--- config.mk ---
export PLATFORM = sky130hd
export DESIGN_NAME = riscv_csr_trap_seq_flat
export DESIGN_NICKNAME = d
export VERILOG_FILES = /design/src/rtl/riscv_csr_trap_seq_if.sv /design/src/rtl/riscv_csr_trap_seq.sv /design/src/flat_wrapper.sv
export SDC_FILE = /design/constraint.sdc
export NUM_CORES = 1
export LEC_CHECK = 0
export BUFFER_PORTS_ARGS = -buffer_cell sky130_fd_sc_hd__buf_2
export CORE_MARGIN = 2
export CORE_UTILIZATION = 25
export CTS_BUF_LIST = sky130_fd_sc_hd__clkbuf_16
export DETAILED_ROUTE_END_ITERATION = 16
export PLACE_DENSITY = 0.49
export RECOVER_POWER = 50
export SYNTH_ARGS = -nofsm -noshare
export SYNTH_HDL_FRONTEND = slang
export SYNTH_SLANG_ARGS = --single-unit
--- constraint.sdc ---
create_clock -name clk -period 2.4 [get_ports clk]
set_input_delay 0.36 -clock clk [delete_from_list [all_inputs] [get_ports clk]]
set_output_delay 0.36 -clock clk [all_outputs]
set_load 0.1 [all_outputs]
--- src/rtl/riscv_csr_trap_seq_if.sv ---
// Bundle between the pipeline, the trap/return sequencer and the machine CSR file.
// The sequencer side is the slave modport; the pipeline/CSR-file environment is the master.
interface riscv_csr_trap_seq_if #(
    parameter int WORD_LENGTH = 32
);
    // Requests are plain strobes sampled only in the accept cycle; busy is the
    // stall back to the pipeline and redirect_valid is a single-cycle strobe.
    logic                   trap_req;
    logic [WORD_LENGTH-1:0] trap_cause;
    logic [WORD_LENGTH-1:0] trap_pc;
    logic [WORD_LENGTH-1:0] trap_tval;
    logic                   mret_req;
    logic                   pipe_csr_wen;
    logic [11:0]            pipe_csr_addr;
    logic [WORD_LENGTH-1:0] pipe_csr_wdata;
    logic                   csr_wen;
    logic [11:0]            csr_addr;
    logic [WORD_LENGTH-1:0] csr_wdata;
    logic [WORD_LENGTH-1:0] csr_rdata;
    logic                   busy;
    logic                   redirect_valid;
    logic [WORD_LENGTH-1:0] redirect_pc;
    logic [3:0]             dbg_state;

    modport master (
        output trap_req, trap_cause, trap_pc, trap_tval, mret_req,
        output pipe_csr_wen, pipe_csr_addr, pipe_csr_wdata, csr_rdata,
        input  csr_wen, csr_addr, csr_wdata, busy, redirect_valid, redirect_pc, dbg_state
    );

    modport slave (
        input  trap_req, trap_cause, trap_pc, trap_tval, mret_req,
        input  pipe_csr_wen, pipe_csr_addr, pipe_csr_wdata, csr_rdata,
        output csr_wen, csr_addr, csr_wdata, busy, redirect_valid, redirect_pc, dbg_state
    );
endinterface

--- src/rtl/riscv_csr_trap_seq.sv ---
// Trap-entry / MRET sequencer owning the single machine-CSR write port.
// One CSR access per state; issues a registered one-cycle PC redirect on completion.
module riscv_csr_trap_seq #(
    parameter int WORD_LENGTH = 32
) (
    input logic                 clk,
    input logic                 rst_n,
    riscv_csr_trap_seq_if.slave bus
);
    localparam logic [11:0] ADDR_MSTATUS = 12'h300;
    localparam logic [11:0] ADDR_MTVEC   = 12'h305;
    localparam logic [11:0] ADDR_MEPC    = 12'h341;
    localparam logic [11:0] ADDR_MCAUSE  = 12'h342;
    localparam logic [11:0] ADDR_MTVAL   = 12'h343;

    typedef enum logic [3:0] {
        IDLE, T_EPC, T_CAUSE, T_TVAL, T_SRD, T_SWR, T_VEC, M_SRD, M_SWR, M_EPC
    } state_e;

    state_e                 state_q, state_d;
    logic [WORD_LENGTH-1:0] cause_q, cause_d;
    logic [WORD_LENGTH-1:0] pc_q, pc_d;
    logic [WORD_LENGTH-1:0] tval_q, tval_d;
    logic [WORD_LENGTH-1:0] mstatus_q, mstatus_d;
    logic                   redirect_valid_q, redirect_valid_d;
    logic [WORD_LENGTH-1:0] redirect_pc_q, redirect_pc_d;

    logic                   wen_c;
    logic [11:0]            addr_c;
    logic [WORD_LENGTH-1:0] wdata_c;
    logic [WORD_LENGTH-1:0] mstatus_trap;
    logic [WORD_LENGTH-1:0] mstatus_mret;
    logic [WORD_LENGTH-1:0] vec_base;
    logic [WORD_LENGTH-1:0] vec_off;

    always_comb begin
        mstatus_trap        = mstatus_q;
        mstatus_trap[7]     = mstatus_q[3];
        mstatus_trap[3]     = 1'b0;
        mstatus_trap[12:11] = 2'b11;
        mstatus_mret        = mstatus_q;
        mstatus_mret[3]     = mstatus_q[7];
        mstatus_mret[7]     = 1'b1;
        mstatus_mret[12:11] = 2'b11;
        vec_base = {bus.csr_rdata[WORD_LENGTH-1:2], 2'b00};
        // Vector offset is (cause without MSB) << 2, wrapping at WORD_LENGTH.
        vec_off  = {cause_q[WORD_LENGTH-3:0], 2'b00};
    end

    always_comb begin
        state_d          = state_q;
        cause_d          = cause_q;
        pc_d             = pc_q;
        tval_d           = tval_q;
        mstatus_d        = mstatus_q;
        redirect_valid_d = 1'b0;
        redirect_pc_d    = redirect_pc_q;
        wen_c            = 1'b0;
        addr_c           = bus.pipe_csr_addr;
        wdata_c          = bus.pipe_csr_wdata;
        unique case (state_q)
            IDLE: begin
                wen_c = bus.pipe_csr_wen;
                // No new sequence may start while the previous redirect is on the bus.
                if (!redirect_valid_q) begin
                    if (bus.trap_req) begin
                        wen_c   = 1'b0;
                        cause_d = bus.trap_cause;
                        pc_d    = bus.trap_pc;
                        tval_d  = bus.trap_tval;
                        state_d = T_EPC;
                    end else if (bus.mret_req) begin
                        wen_c   = 1'b0;
                        state_d = M_SRD;
                    end
                end
            end
            T_EPC: begin
                wen_c   = 1'b1;
                addr_c  = ADDR_MEPC;
                wdata_c = {pc_q[WORD_LENGTH-1:2], 2'b00};
                state_d = T_CAUSE;
            end
            T_CAUSE: begin
                wen_c   = 1'b1;
                addr_c  = ADDR_MCAUSE;
                wdata_c = cause_q;
                state_d = T_TVAL;
            end
            T_TVAL: begin
                wen_c   = 1'b1;
                addr_c  = ADDR_MTVAL;
                wdata_c = tval_q;
                state_d = T_SRD;
            end
            T_SRD: begin
                addr_c    = ADDR_MSTATUS;
                wdata_c   = '0;
                mstatus_d = bus.csr_rdata;
                state_d   = T_SWR;
            end
            T_SWR: begin
                wen_c   = 1'b1;
                addr_c  = ADDR_MSTATUS;
                wdata_c = mstatus_trap;
                state_d = T_VEC;
            end
            T_VEC: begin
                addr_c           = ADDR_MTVEC;
                wdata_c          = '0;
                redirect_valid_d = 1'b1;
                if (bus.csr_rdata[1:0] == 2'b01 && cause_q[WORD_LENGTH-1])
                    redirect_pc_d = vec_base + vec_off;
                else
                    redirect_pc_d = vec_base;
                state_d = IDLE;
            end
            M_SRD: begin
                addr_c    = ADDR_MSTATUS;
                wdata_c   = '0;
                mstatus_d = bus.csr_rdata;
                state_d   = M_SWR;
            end
            M_SWR: begin
                wen_c   = 1'b1;
                addr_c  = ADDR_MSTATUS;
                wdata_c = mstatus_mret;
                state_d = M_EPC;
            end
            M_EPC: begin
                addr_c           = ADDR_MEPC;
                wdata_c          = '0;
                redirect_valid_d = 1'b1;
                redirect_pc_d    = {bus.csr_rdata[WORD_LENGTH-1:2], 2'b00};
                state_d          = IDLE;
            end
            default: state_d = IDLE;
        endcase
    end

    always_ff @(posedge clk or negedge rst_n) begin
        if (!rst_n) begin
            state_q          <= IDLE;
            cause_q          <= '0;
            pc_q             <= '0;
            tval_q           <= '0;
            mstatus_q        <= '0;
            redirect_valid_q <= 1'b0;
            redirect_pc_q    <= '0;
        end else begin
            state_q          <= state_d;
            cause_q          <= cause_d;
            pc_q             <= pc_d;
            tval_q           <= tval_d;
            mstatus_q        <= mstatus_d;
            redirect_valid_q <= redirect_valid_d;
            redirect_pc_q    <= redirect_pc_d;
        end
    end

    // Write enable is gated by reset so a held reset can never commit a CSR write.
    assign bus.csr_wen        = rst_n & wen_c;
    assign bus.csr_addr       = addr_c;
    assign bus.csr_wdata      = wdata_c;
    assign bus.busy           = (state_q != IDLE);
    assign bus.redirect_valid = redirect_valid_q;
    assign bus.redirect_pc    = redirect_pc_q;
    assign bus.dbg_state      = state_q;
endmodule
--- src/flat_wrapper.sv ---
// flat-port wrapper written by rule: the top's interface ports become plain ports
module riscv_csr_trap_seq_flat 
#(
    parameter int WORD_LENGTH = 32
)
  (clk, rst_n, bus_trap_req, bus_trap_cause, bus_trap_pc, bus_trap_tval, bus_mret_req, bus_pipe_csr_wen, bus_pipe_csr_addr, bus_pipe_csr_wdata, bus_csr_rdata, bus_csr_wen, bus_csr_addr, bus_csr_wdata, bus_busy, bus_redirect_valid, bus_redirect_pc, bus_dbg_state);
  riscv_csr_trap_seq_if #(.WORD_LENGTH(WORD_LENGTH)) bus_i ();
  input logic clk;
  input logic rst_n;
  input wire logic [$bits(bus_i.trap_req)-1:0] bus_trap_req;
  input wire logic [$bits(bus_i.trap_cause)-1:0] bus_trap_cause;
  input wire logic [$bits(bus_i.trap_pc)-1:0] bus_trap_pc;
  input wire logic [$bits(bus_i.trap_tval)-1:0] bus_trap_tval;
  input wire logic [$bits(bus_i.mret_req)-1:0] bus_mret_req;
  input wire logic [$bits(bus_i.pipe_csr_wen)-1:0] bus_pipe_csr_wen;
  input wire logic [$bits(bus_i.pipe_csr_addr)-1:0] bus_pipe_csr_addr;
  input wire logic [$bits(bus_i.pipe_csr_wdata)-1:0] bus_pipe_csr_wdata;
  input wire logic [$bits(bus_i.csr_rdata)-1:0] bus_csr_rdata;
  output wire logic [$bits(bus_i.csr_wen)-1:0] bus_csr_wen;
  output wire logic [$bits(bus_i.csr_addr)-1:0] bus_csr_addr;
  output wire logic [$bits(bus_i.csr_wdata)-1:0] bus_csr_wdata;
  output wire logic [$bits(bus_i.busy)-1:0] bus_busy;
  output wire logic [$bits(bus_i.redirect_valid)-1:0] bus_redirect_valid;
  output wire logic [$bits(bus_i.redirect_pc)-1:0] bus_redirect_pc;
  output wire logic [$bits(bus_i.dbg_state)-1:0] bus_dbg_state;
  assign bus_i.trap_req = bus_trap_req;
  assign bus_i.trap_cause = bus_trap_cause;
  assign bus_i.trap_pc = bus_trap_pc;
  assign bus_i.trap_tval = bus_trap_tval;
  assign bus_i.mret_req = bus_mret_req;
  assign bus_i.pipe_csr_wen = bus_pipe_csr_wen;
  assign bus_i.pipe_csr_addr = bus_pipe_csr_addr;
  assign bus_i.pipe_csr_wdata = bus_pipe_csr_wdata;
  assign bus_i.csr_rdata = bus_csr_rdata;
  assign bus_csr_wen = bus_i.csr_wen;
  assign bus_csr_addr = bus_i.csr_addr;
  assign bus_csr_wdata = bus_i.csr_wdata;
  assign bus_busy = bus_i.busy;
  assign bus_redirect_valid = bus_i.redirect_valid;
  assign bus_redirect_pc = bus_i.redirect_pc;
  assign bus_dbg_state = bus_i.dbg_state;
  riscv_csr_trap_seq #(.WORD_LENGTH(WORD_LENGTH)) u_core (.clk(clk), .rst_n(rst_n), .bus(bus_i));
endmodule
==> qor.log <==
INFO  global_routing number_of_global_route_vias_before_repair=8996
INFO  hold_path      holdPathEnd=u_core.pc_q[17]$_DFFE_PN0P_
INFO  route          antenna_left=0
INFO  hold_path      timing.hold.worst_path_depth=2
INFO  critical_path  reg2reg_setup_slack=-290ps
INFO  die            starting_density_of_the_core=0.255
INFO  synth          number_of_enable_flip_flop_cells_after_synthesis=0
INFO  synth          number_of_library_cell_types_mapped_by_synthesis=54
INFO  clocking       cts.htree.levels=4
INFO  global_routing grt_start_max_net_pins=102
INFO  critical_path  worstSetupPathType=flop to flop
INFO  synth          post_synth_instance_area=9090um2
INFO  die            rows=69
INFO  hold_path      hold_path_class=primary input to flop
INFO  clocking       tritoncts_clock_tree=built
INFO  route          drt-initial-drc-count=429
INFO  run_status     outcome=finished, violations left
INFO  critical_path  cp_max_fo=3
INFO  route          wire_per_inst=21.8um
INFO  critical_path  critical_path_cell_by_cell=ha_4, a211oi_2, nor2_1, o41ai_1, buf_4, nor2_1, a211o_1, o31a_1, a211oi_2, xor2_1, a311oi_1
INFO  critical_path  setup.worst_path.start_class=flop
INFO  timing         maxSlewHeadroom=0.221
INFO  global_routing first_pass_grt_wire_length=56400um
INFO  timing         report.final.hold_viol_count=0
INFO  timing         setup_skew_after_layout=13.2ps
INFO  clocking       numClockSinks=159
INFO  global_routing met3_usage=0.0488
INFO  critical_path  worst-endpoint-required=2740ps
INFO  route          vias=8638
INFO  placed_design  port_buffers=255
INFO  synth          synth-async-reset-ratio=1.00
INFO  final_layout   layout-area-overhead-vs-synth=65.7%
INFO  route          dr.pass1.iters=5
INFO  route          vias_per_cell=4.90
INFO  global_routing grt.overflow.total=0
INFO  critical_path  cp_data_arrival_time=3030ps
INFO  route          detail_route.wirelength=38300um
INFO  synth          ys_seq_elements=159
INFO  route          post-route-drc-count=0
INFO  flow_run       max_cap_violations=0
INFO  synth          synthCells=881
INFO  hold_path      timing.hold.worst.start=bus_trap_pc[17]
INFO  timing         final_min_period_over_clock_period=1.12
INFO  critical_path  worst_r2r_endpoint=u_core.bus.redirect_pc[29]$_DFFE_PN0P_
INFO  critical_path  r2r-start=u_core.cause_q[12]$_DFFE_PN0P_
INFO  clocking       numCtsBuffers=17
INFO  timing         max_freq=0.372GHz
INFO  critical_path  timing.critical_path.slowest_cell_delay=410ps
INFO  final_layout   post_route_cells_drive_above_1_share=0.622
INFO  synth          synth_warn=0
INFO  global_routing grt.busiest_layer=met2
INFO  critical_path  cp_max_delay_cell=dfrtp_1
INFO  synth          synth_area_per_cell=10.3um2
INFO  clocking       cts_root_buffer=clkbuf_16
INFO  global_routing grtUsageTotal=0.200
INFO  final_layout   mostFrequentLayoutCell=buf_2
INFO  critical_path  cp-end-kind=flop
INFO  clocking       clock_path_buffers=2
INFO  synth          sequential_to_total_area_share_from_yosys_stat=0.438
INFO  clocking       clk-insertion-delay-late=450ps
INFO  timing         setup_slack=-288ps
INFO  die            core_area=35700um2
INFO  placed_design  placed_cell_area=13000um2
INFO  run_status     violations=setup timing
INFO  global_routing antenna_violations_before_repair=12
INFO  critical_path  ff2ff_path_depth=11
INFO  global_routing grtUsageMet2=0.348
INFO  global_routing global_route.usage.met1=0.248
INFO  die            io_pins=260
INFO  die            floorplan.die_area=37900um2
INFO  timing         worst_slew_pin_slew=1170ps
INFO  final_layout   nNetsFinal=1490
INFO  timing         final.min_clock_period=2690ps
INFO  timing         rsz0062_at_grt=yes
INFO  clocking       worst_setup_hold_path_clk_slew=70ps
INFO  timing         timing_max_transition_violations_final=0
INFO  die            dieHeight=195um
INFO  timing         setup-violations-final=57
INFO  final_layout   final_design_area_no_fill=15100um2
INFO  die            dieWidth=195um
INFO  synth          dominantRegCellSynth=dfrtp_1
INFO  placed_design  place_congestion=0.883
INFO  final_layout   commonest_cells_after_routing_fill_and_taps_aside=buf_2, mux2_2, dfrtp_1
INFO  placed_design  dp.final_hpwl=27800um
## cell families (layout without fill, tap and decap cells)
logic type	count (synthesis)	in the layout	synth area share
and+or+nand+nor	194	195	0.0982
buffers and inverters	68	481	0.0299
AOI/OAI and AO/OA	249	249	0.176
adders and majority gates	30	30	0.0421
muxes	159	159	0.196
other	1	7	0.000412
DFF	159	159	0.438
xor gates and xnor gates	21	21	0.0202
## worst max path at each step
stage                                              startpoint                                     end  cells past startpoint
after floorplan           u_core.bus.dbg_state[2]$_DFFE_PN0P_                         bus_csr_addr[2]                      3
after global placement                       bus_csr_rdata[2]  u_core.bus.redirect_pc[28]$_DFFE_PN0P_                     12
after detailed placement                     bus_csr_rdata[2]  u_core.bus.redirect_pc[28]$_DFFE_PN0P_                     12
after CTS                      u_core.cause_q[13]$_DFFE_PN0P_  u_core.bus.redirect_pc[29]$_DFFE_PN0P_                     11
after global routing           u_core.cause_q[12]$_DFFE_PN0P_  u_core.bus.redirect_pc[29]$_DFFE_PN0P_                     11
final                          u_core.cause_q[12]$_DFFE_PN0P_  u_core.bus.redirect_pc[29]$_DFFE_PN0P_                     11
## per-stage QoR
step	setup TNS [ps]	worst slack, ps	utilization	std cells	hold WS [ps]
floorplan	-454	-183	-	882	64.4
global placement	-5250	-488	0.364	1667	298
detailed placement	-5650	-535	0.364	1667	298
CTS	-7630	-237	0.417	1749	115
global route	-17530	-438	0.422	1758	122
finish	-7010	-288	0.423	1762	141
## sequential cells by signal (all words and copies together) (netlist names)
register and flops:
u_core.bus.redirect_pc 30, u_core.cause_q 32, u_core.pc_q 30, u_core.tval_q 32, u_core.bus.dbg_state 4, u_core.mstatus_q 30, u_core.bus.redirect_valid 1
## layout make-up
type / instances / area [um2]
inverters: 5 / 18.8
multi-input cells: 656 / 6050
repair buffers: 444 / 3790
well taps: 461 / 577
diodes: 5 / 12.5
flip-flops and latches: 159 / 3990
clock buffers: 17 / 425
clock inverters: 15 / 198
fillers: 3431 / 20600
## synth_stat cells (all sizes together), types with 9 or more instances
cell type    n  share of area
dfrtp      159           0.44
xnor2       11          0.011
and3         9         0.0062
nand3       15         0.0083
a31oi        9         0.0062
a21o        16          0.013
xor2        10         0.0096
nor3        11         0.0066
a22oi       58          0.048
clkbuf      47          0.019
mux2       153           0.19
ha          29          0.040
o21ai       62          0.034
nand2       66          0.027
a21oi       55          0.030
buf         16         0.0084
nor2        57          0.024
## worst max-delay path, delay by kind of cell (launching register included)
kind            cells  cell delay, ps
buf+inv             1             190
fa+ha+maj           1             230
compound gates      6            1510
flops               1             410
simple gates        2             140
xor+xnor            1              90
## per-layer routing
layer / part of all wire / vias to the layer above
met5: 0.0016 / -
met4: 0.019 / 10
met3: 0.057 / 52
met2: 0.49 / 262
met1: 0.43 / 4264
li1: - / 4050
## repair_timing
action                                  4_1_cts  5_1_grt
setup buffers                                45       10
cloned                                        5        3
endpoints found under the setup margin       56       68
endpoints found under the hold margin        31        0
hold buffers                                  1        0
pin swaps                                    59       48
gates resized for setup                     165       47
Power is left out: the tool's default activity adds up to more than one toggle a clock period on the data nets, which glitch-free logic cannot reach.
